<file path="config.mk">
export PLATFORM = sky130hd
export DESIGN_NAME = clk_div_bank
export DESIGN_NICKNAME = d
export VERILOG_FILES = /design/src/rtl/clk_div_pkg.sv /design/src/rtl/clk_div_ch.sv /design/src/rtl/clk_div_bank.sv
export SDC_FILE = /design/constraint.sdc
export NUM_CORES = 1
export LEC_CHECK = 0
export BUFFER_PORTS_ARGS = -buffer_cell sky130_fd_sc_hd__buf_2
export CORE_ASPECT_RATIO = 1.1
export CORE_MARGIN = 1.5
export CORE_UTILIZATION = 25
export CTS_CLUSTER_SIZE = 40
export DETAILED_ROUTE_END_ITERATION = 12
export PLACE_DENSITY = 0.42
export SYNTH_ARGS = -nofsm -noshare
export SYNTH_HDL_FRONTEND = slang
export SYNTH_SLANG_ARGS = --single-unit
</file>
<file path="constraint.sdc">
create_clock -name clk -period 9 [get_ports clk]
set_input_delay 0.45 -clock clk [delete_from_list [all_inputs] [get_ports clk]]
set_output_delay 0.45 -clock clk [all_outputs]
set_load 0.05 [all_outputs]
</file>
<file path="src/rtl/clk_div_pkg.sv">
// rtl/clk_div_pkg.sv - shared constants and helpers for the clock divider bank
//
// Purpose: default bank geometry and the channel-index width function used to
//          size the div_ch port.
// Ports:   none (package).
package clk_div_pkg;

   localparam int DEF_NUM_CH      = 4;
   localparam int DEF_CNT_W       = 26;
   localparam int DEF_DEFAULT_DIV = 20_000_000;

   // Channel index width; kept at least 1 bit so a single-channel bank still has a port.
   function automatic int ch_idx_w(input int num_ch);
      return (num_ch > 1) ? $clog2(num_ch) : 1;
   endfunction

endpackage

</file>
<file path="src/rtl/clk_div_ch.sv">
// rtl/clk_div_ch.sv - single divider channel with glitch-free divisor update
//
// Purpose: counts up to div_act-1, emits a registered one-cycle tick on wrap and
//          toggles div_clk on every tick. New divisors are staged in div_pend
//          while running and taken on the next wrap or sync.
// Ports:   clk, rst_n    - clock, synchronous active-low reset
//          en            - run enable (hold when low)
//          load/load_val - validated divisor write for this channel
//          sync          - realign: clear count, force div_clk low
//          tick, div_clk - registered outputs
module clk_div_ch
   import clk_div_pkg::*;
#(
   parameter int CNT_W       = DEF_CNT_W,
   parameter int DEFAULT_DIV = DEF_DEFAULT_DIV
) (
   input  logic             clk,
   input  logic             rst_n,
   input  logic             en,
   input  logic             load,
   input  logic [CNT_W-1:0] load_val,
   input  logic             sync,
   output logic             tick,
   output logic             div_clk
);

   localparam logic [CNT_W-1:0] RST_DIV = CNT_W'(DEFAULT_DIV);
   localparam logic [CNT_W-1:0] ONE     = {{(CNT_W-1){1'b0}}, 1'b1};

   logic [CNT_W-1:0] cnt, cnt_nxt;
   logic [CNT_W-1:0] div_act, act_nxt;
   logic [CNT_W-1:0] div_pend, pend_nxt;
   logic             pend_valid, pv_nxt;
   logic             tick_nxt, dclk_nxt;

   always_comb begin
      cnt_nxt  = cnt;
      act_nxt  = div_act;
      pend_nxt = div_pend;
      pv_nxt   = pend_valid;
      tick_nxt = 1'b0;
      dclk_nxt = div_clk;

      // Load first: a stopped channel takes the divisor at once, a running one stages it.
      if (load) begin
         if (en) begin
            pend_nxt = load_val;
            pv_nxt   = 1'b1;
         end else begin
            act_nxt = load_val;
            cnt_nxt = '0;
            pv_nxt  = 1'b0;
         end
      end

      // A load landing on the wrap cycle is promoted by that same wrap.
      if (en) begin
         if (cnt == div_act - ONE) begin
            cnt_nxt  = '0;
            tick_nxt = 1'b1;
            dclk_nxt = ~div_clk;
            if (pv_nxt) begin
               act_nxt = pend_nxt;
               pv_nxt  = 1'b0;
            end
         end else begin
            cnt_nxt = cnt + ONE;
         end
      end

      // Sync overrides counting and sees the divisor staged above.
      if (sync) begin
         cnt_nxt  = '0;
         dclk_nxt = 1'b0;
         tick_nxt = 1'b0;
         if (pv_nxt) begin
            act_nxt = pend_nxt;
            pv_nxt  = 1'b0;
         end
      end
   end

   always_ff @(posedge clk) begin
      if (!rst_n) begin
         cnt        <= '0;
         div_act    <= RST_DIV;
         div_pend   <= RST_DIV;
         pend_valid <= 1'b0;
         tick       <= 1'b0;
         div_clk    <= 1'b0;
      end else begin
         cnt        <= cnt_nxt;
         div_act    <= act_nxt;
         div_pend   <= pend_nxt;
         pend_valid <= pv_nxt;
         tick       <= tick_nxt;
         div_clk    <= dclk_nxt;
      end
   end

endmodule

</file>
<file path="src/rtl/clk_div_bank.sv">
// rtl/clk_div_bank.sv - bank of independent programmable clock dividers
//
// Purpose: NUM_CH divider channels sharing one load port and one sync strobe.
//          Invalid loads (zero divisor or out-of-range channel) are dropped and
//          flagged on load_err one cycle later.
// Ports:   clk, rst_n              - clock, synchronous active-low reset
//          en[NUM_CH]              - per-channel run enable
//          div_load/div_ch/div_val - divisor write strobe, target, value
//          sync                    - realign all channels
//          tick[NUM_CH]            - one-cycle pulse at terminal count
//          div_clk[NUM_CH]         - square-wave data outputs
//          load_err                - rejected-load pulse
module clk_div_bank
   import clk_div_pkg::*;
#(
   parameter int NUM_CH      = DEF_NUM_CH,
   parameter int CNT_W       = DEF_CNT_W,
   parameter int DEFAULT_DIV = DEF_DEFAULT_DIV
) (
   input  logic                          clk,
   input  logic                          rst_n,
   input  logic [NUM_CH-1:0]             en,
   input  logic                          div_load,
   input  logic [ch_idx_w(NUM_CH)-1:0]   div_ch,
   input  logic [CNT_W-1:0]              div_val,
   input  logic                          sync,
   output logic [NUM_CH-1:0]             tick,
   output logic [NUM_CH-1:0]             div_clk,
   output logic                          load_err
);

   logic div_ok;
   logic load_ok;

   assign div_ok  = (div_val != '0) && (int'(div_ch) < NUM_CH);
   assign load_ok = div_load && div_ok;

   for (genvar i = 0; i < NUM_CH; i++) begin : g_ch
      clk_div_ch #(
         .CNT_W       (CNT_W),
         .DEFAULT_DIV (DEFAULT_DIV)
      ) u_ch (
         .clk      (clk),
         .rst_n    (rst_n),
         .en       (en[i]),
         .load     (load_ok && (int'(div_ch) == i)),
         .load_val (div_val),
         .sync     (sync),
         .tick     (tick[i]),
         .div_clk  (div_clk[i])
      );
   end

   always_ff @(posedge clk) begin
      if (!rst_n) begin
         load_err <= 1'b0;
      end else begin
         load_err <= div_load && !div_ok;
      end
   end

endmodule

</file>
# After elaboration in Yosys (flattened, before gate mapping)
# Cells that the tools add are included.
[totals]
ff_bits = 325
input_bits = 36
output_inout_bits = 9
wordCells = 139
[op_classes]
add_sub_neg = 8
n_eq_ne = 7
n_mux = 68
n_bitwise = 9
n_reduce_logical = 22
[op_table]
columns = ["cell", "count"]
rows = [
  ["26-bit 2-to-1 mux", 48],
  ["26-bit by 1-bit adder with 26-bit output, second input constant", 4],
  ["26-bit equality test", 4],
  ["26-bit by 1-bit subtractor with 26-bit output, second input constant", 4],
  ["26-bit nonzero test", 1],
  ["1-bit 2-to-1 mux", 20],
  ["3-bit OR reduction", 4],
  ["1-bit NOT", 9],
  ["2-bit AND reduction", 4],
  ["2-bit nonzero test", 4],
  ["1-bit logical AND", 6],
  ["2-bit equality test, second input constant", 2],
  ["2-bit by 1-bit equality test with 1-bit output, second input constant", 1],
  ["2-bit zero test", 1],
  ["2-bit OR reduction", 1],
  ["1-bit zero test", 1],
]

# Longest topological paths before layout
[logic_depth]
depth_word = 9
depth_mapped = 14
mapped_depth_nobuf = 11

# By module
# A second synthesis with hierarchy kept.
[unflattened]
hier_cells = 2278
area_unflattened_um2 = 18915.6
[modules_own_cells]
columns = ["mod", "n_inst", "cells_each", "area_per_inst_um2", "seq_area_each_um2"]
rows = [
  ["clk_div_ch at g_ch[2].u_ch ...", 2, 572, 4750.8, 1621.6],
  ["clk_div_ch at g_ch[0].u_ch ...", 2, 557, 4640.7, 1621.6],
  ["clk_div_bank", 1, 20, 132.6, 20.0],
]

# Worst setup path before layout
# OpenSTA, ideal clock, no wires.
[synth_path]
path_kind = "register to register"
from = "register g_ch[2].u_ch.div_act[3]"
to = "register g_ch[2].u_ch.div_act[10]"
setup_ns = 0.121
arrival_time_ns = 3.679
required_time_ns = 8.879
path_slack_ns = 5.200
path_stages_with_launch = 12
n_path_buf = 2
synth_period_minus_slack_ns = 3.800
cell_sequence = "dfxtp_1 -> or4_1 -> or3_4 -> and2_0 -> o211ai_2 -> o211ai_1 -> or4_1 -> or4b_1 -> buf_2 -> a211oi_4 -> buf_6 -> mux2_4"
[synth_between]
elab_chain_len = 6
elab_cells_between_ends = 8
cone_classes = "add/sub: 1; eq/ne: 1; mux: 6"
[synth_lines]
columns = ["item", "line_no", "text"]
rows = [
  ["from (decl)", "clk_div_ch.sv:31", "logic [CNT_W-1:0] div_act, act_nxt;"],
  ["from (signal assigned)", "clk_div_ch.sv:93", "div_act <= act_nxt;"],
  ["26-bit by 1-bit subtractor with 26-bit output (*)", "clk_div_ch.sv:58", "if (cnt == div_act - ONE) begin"],
  ["26-bit equality test (*)", "clk_div_ch.sv:58", ""],
  ["26-bit 2-to-1 mux or 1-bit 2-to-1 mux (tied branches)", "clk_div_ch.sv:58", ""],
  ["26-bit 2-to-1 mux or 1-bit 2-to-1 mux (tied branches)", "clk_div_ch.sv:57", "if (en) begin"],
  ["26-bit 2-to-1 mux", "clk_div_ch.sv:76", "if (pv_nxt) begin"],
  ["26-bit 2-to-1 mux (*)", "clk_div_ch.sv:72", "if (sync) begin"],
]
# Mark *: on every way between the ends. The rest lies on a longest branch, timed or not.
# A chain may end at the register's enable or synchronous reset.

# Worst setup path after layout
[layout_path]
from = "register g_ch[2].u_ch.div_act[3]"
to = "register g_ch[2].u_ch.div_act[25]"
# The elaborated chain is that of the path after synthesis.

==> flow_summary_export.csv <==
group,metric,value,unit
status,outcome,"complete, no violations",
synthesis,synthTopCellsByCount,"nand2_1, dfxtp_1, nor2_1",
cells_and_area,area_growth,12.4,%
clocking,cts-root-buf,"clkbuf_16",
power_and_ir_drop,peakVddDrop,0.0000990,V
job,cap_violations,0,
grt,grt-ovfl-total,0,
worst_setup_path,arrival,4.94,ns
sta,report.final.slew_viol_count,0,
synthesis,synth_adder_area_share,0.00554,
synthesis,synth_fp_nets,2246,
detailed_routing,drcViolationCount,0,
detailed_routing,drtAntennaViolNets,0,
grt,antenna_found_initial,0,
synthesis,yosysTopAreaCell,"dfxtp_1",
floorplanning,start_util,0.252,
synthesis,synthCells,2202,
clocking,postCtsSetupRepairBufs,0,
clocking,clock_tree.buffer_depth,3,
worst_setup_path,path_cells,"nor4_1, nand4_1, o31ai_1, o211ai_1, or4_1, or4b_1, a211oi_4, buf_4, mux2_2",
clocking,cts.reportedPaths.clkPinSlew,0.06,ns
sta,worstMarginPinSlew,1.16,ns
sta,fin_tns_setup,0,ns
synthesis,synth-async-reset-ratio,0,
floorplanning,die-area,73800,um2
synthesis,synth_seq_cells,325,
sta,rsz0062_at_grt,"false",
cells_and_area,nFillCells,7783,
synthesis,yosysSeqAreaShare,0.360,
detailed_routing,routed_via_density,4.92,
placement,placed_cells,3056,
sta,max_slew_margin,0.219,
synthesis,ys_types,80,
placement,dp_hpwl,41000,um
floorplanning,die-height,285,um
sta,hold_viol,0,
grt,grt_pass1_wl,87700,um
placement,place_area,19000,um2
worst_setup_path,worst-path-buf-inv,1,
hold_path,hp-class,"in2reg",
placement,port-buffer-count,44,
sta,max_freq,223,MHz
synthesis,synthTopCellsByArea,"dfxtp_1, nand2_1, xor2_1",
cells_and_area,instances_no_fill,3124,
synthesis,yosys.area_share.simple,0.299,
detailed_routing,wl,56900,um
power_and_ir_drop,finalPower,3400,uW
synthesis,yosys.area.top_type_share,0.360,
grt,grt_pass1_vias,14700,
floorplanning,die_w,259,um
clocking,insertion_delay,0.57,ns
grt,top_usage_layer,"met2",
worst_setup_path,cpMaxStageDelayCell,"nor4_1",
grt,grt_usage,0.152,
worst_setup_path,crit_fanout,26,
cells_and_area,layout-drive-gt1-share,0.116,
cells_and_area,n_antenna_cell,0,
cells_and_area,fin_nets,2196,
sta,setup_viol,0,
synthesis,synth_ff_type,"dfxtp_1",
worst_setup_path,cp-end-kind,"flip-flop",
detailed_routing,wire_per_inst,18.2,um
grt,grt.met1_usage,0.211,
grt,grt_max_degree,97,
clocking,cts_htree_levels,2,
synthesis,synth_mux_area_frac,0.110,
worst_setup_path,path_class,"reg2reg",
synthesis,synth-xor-area-share,0.101,
worst_setup_path,worstPathRequired,9.45,ns
clocking,cts_tree,"built",
power_and_ir_drop,cellPowerDensity,167,nW/um2
synthesis,synth_edf_count,0,
sta,finalCritPeriodShare,0.498,
floorplanning,pin_count,45,
clocking,numCtsBuffers,39,
grt,grt_util_met2,0.243,
clocking,clock_sinks,325,
floorplanning,fp.coreArea,71700,um2
synthesis,synth_most_common_cell,"nand2_1",
synthesis,synth_top_family_by_area,"simple AND/OR/NAND/NOR gates",
grt,use_met3,0.0195,
clocking,cts_resized,0,
detailed_routing,drtIter0Drc,987,
synthesis,syn_avg_cell_area,8.20,um2
cells_and_area,postLayoutCellArea,20300,um2
floorplanning,rows,103,
synthesis,yosys_warnings,0,
detailed_routing,vias,15400,
sta,fin_skew,0.0144,ns
worst_setup_path,cpPeakStageDelay,0.80,ns
power_and_ir_drop,power.leakage,0.00748,uW
worst_setup_path,critical_path.startpoint_type,"flip-flop",
worst_setup_path,cp_top_family,"simple AND/OR/NAND/NOR gates",
sta,post-route-min-period,4.49,ns
detailed_routing,drt_pre_antenna_iters,6,
clocking,cts_hold_buf,0,
placement,finalWeightedCongestion,0.867,
synthesis,synthesis.area,18100,um2
synthesis,synth-compound-area-share,0.0854,
## cells by family (layout without fill, tap and decap cells)
logic type / count (synthesis) / after routing
AND/OR/NAND/NOR: 1089 / 1089
XOR/XNOR: 206 / 206
buffers and inverters: 178 / 155
AO/OA/AOI/OAI: 219 / 219
flip-flops: 325 / 325
multiplexers: 177 / 177
adder cells (fa/ha/maj): 8 / 8
## worst reg2reg max path, cell delays in order, from the launching register on
cell and delay (ns):
dfxtp_1 0.37, nor4_1 0.80, nand4_1 0.36, o31ai_1 0.43, o211ai_1 0.13, or4_1 0.50, or4b_1 0.65, a211oi_4 0.28
buf_4 0.43, mux2_2 0.42
## report_power, final
part | switching (uW) | internal, uW
Combinational | 173 | 97.2
Clock | 653 | 976
Sequential | 30.7 | 1470
Total | 857 | 2540
## per-stage QoR
| step | util | setup slack (ns) | hold slack (ns) |
|---|---|---|---|
| after global routing | 0.283 | 4.20 | 0.220 |
| after global placement | 0.265 | 4.60 | 0.436 |
| after CTS | 0.283 | 4.52 | 0.181 |
| after floorplan | - | 5.20 | 0.426 |
| after detailed placement | 0.265 | 4.40 | 0.445 |
| final | 0.283 | 4.51 | 0.217 |
## final timing paths
path / startpoint / endpoint / slack, ns / depth (start not counted)
hold reg to reg: g_ch[0].u_ch.div_pend[6]$_SDFF_PN0_ / g_ch[0].u_ch.div_pend[6]$_SDFF_PN0_ / 0.45 / 2
setup reg to reg: g_ch[2].u_ch.div_act[3]$_SDFF_PN0_ / g_ch[2].u_ch.div_act[25]$_SDFF_PN0_ / 4.51 / 9
setup / recovery: g_ch[2].u_ch.div_act[3]$_SDFF_PN0_ / g_ch[2].u_ch.div_act[25]$_SDFF_PN0_ / 4.51 / 9
hold / removal: rst_n / g_ch[3].u_ch.div_pend[10]$_SDFF_PN1_ / 0.22 / 2
## cell type report
type | count | area [um2] | share of cell area
clock buffer | 60 | 1210 | 0.0595
sequential | 325 | 6510 | 0.321
inverter | 25 | 93.8 | 0.00462
clock inverter | 8 | 92.6 | 0.00456
multi-input combinational | 1699 | 10800 | 0.535
tap | 945 | 1180 | 0.0583
timing repair buffer | 62 | 362 | 0.0178
## cell usage in the layout (no fill, tap or decap), types with 38 or more instances in the layout
cell / synthesis / layout
nand2_1: 348 / 348
dfxtp_1: 325 / 325
nor2_1: 185 / 184
nand3_1: 161 / 161
xor2_1: 118 / 118
xnor2_1: 87 / 87
mux2_2: 85 / 85
nor2b_1: 79 / 79
mux2i_1: 72 / 72
a21boi_0: 57 / 57
nor3_1: 56 / 54
nand4_1: 53 / 53
buf_2: 5 / 43
clkbuf_16: 0 / 41
nor4_1: 39 / 38
## layer usage
metal | wire length, um | share of wire | vias up
met3 | 2340 | 0.041 | 73
met1 | 27400 | 0.48 | 7459
met5 | 0 | 0 | -
met2 | 25900 | 0.45 | 291
li1 | - | - | 7544
met4 | 1300 | 0.023 | 0
## flip-flops by register name (all words and copies together) (netlist names)
register,cells
g_ch.u_ch.div_act,104
load_err,1
g_ch.u_ch.pend_valid,4
g_ch.u_ch.tick,4
g_ch.u_ch.div_clk,4
g_ch.u_ch.div_pend,104
g_ch.u_ch.cnt,104
No activity file was read; power rests on OpenSTA's default activity.
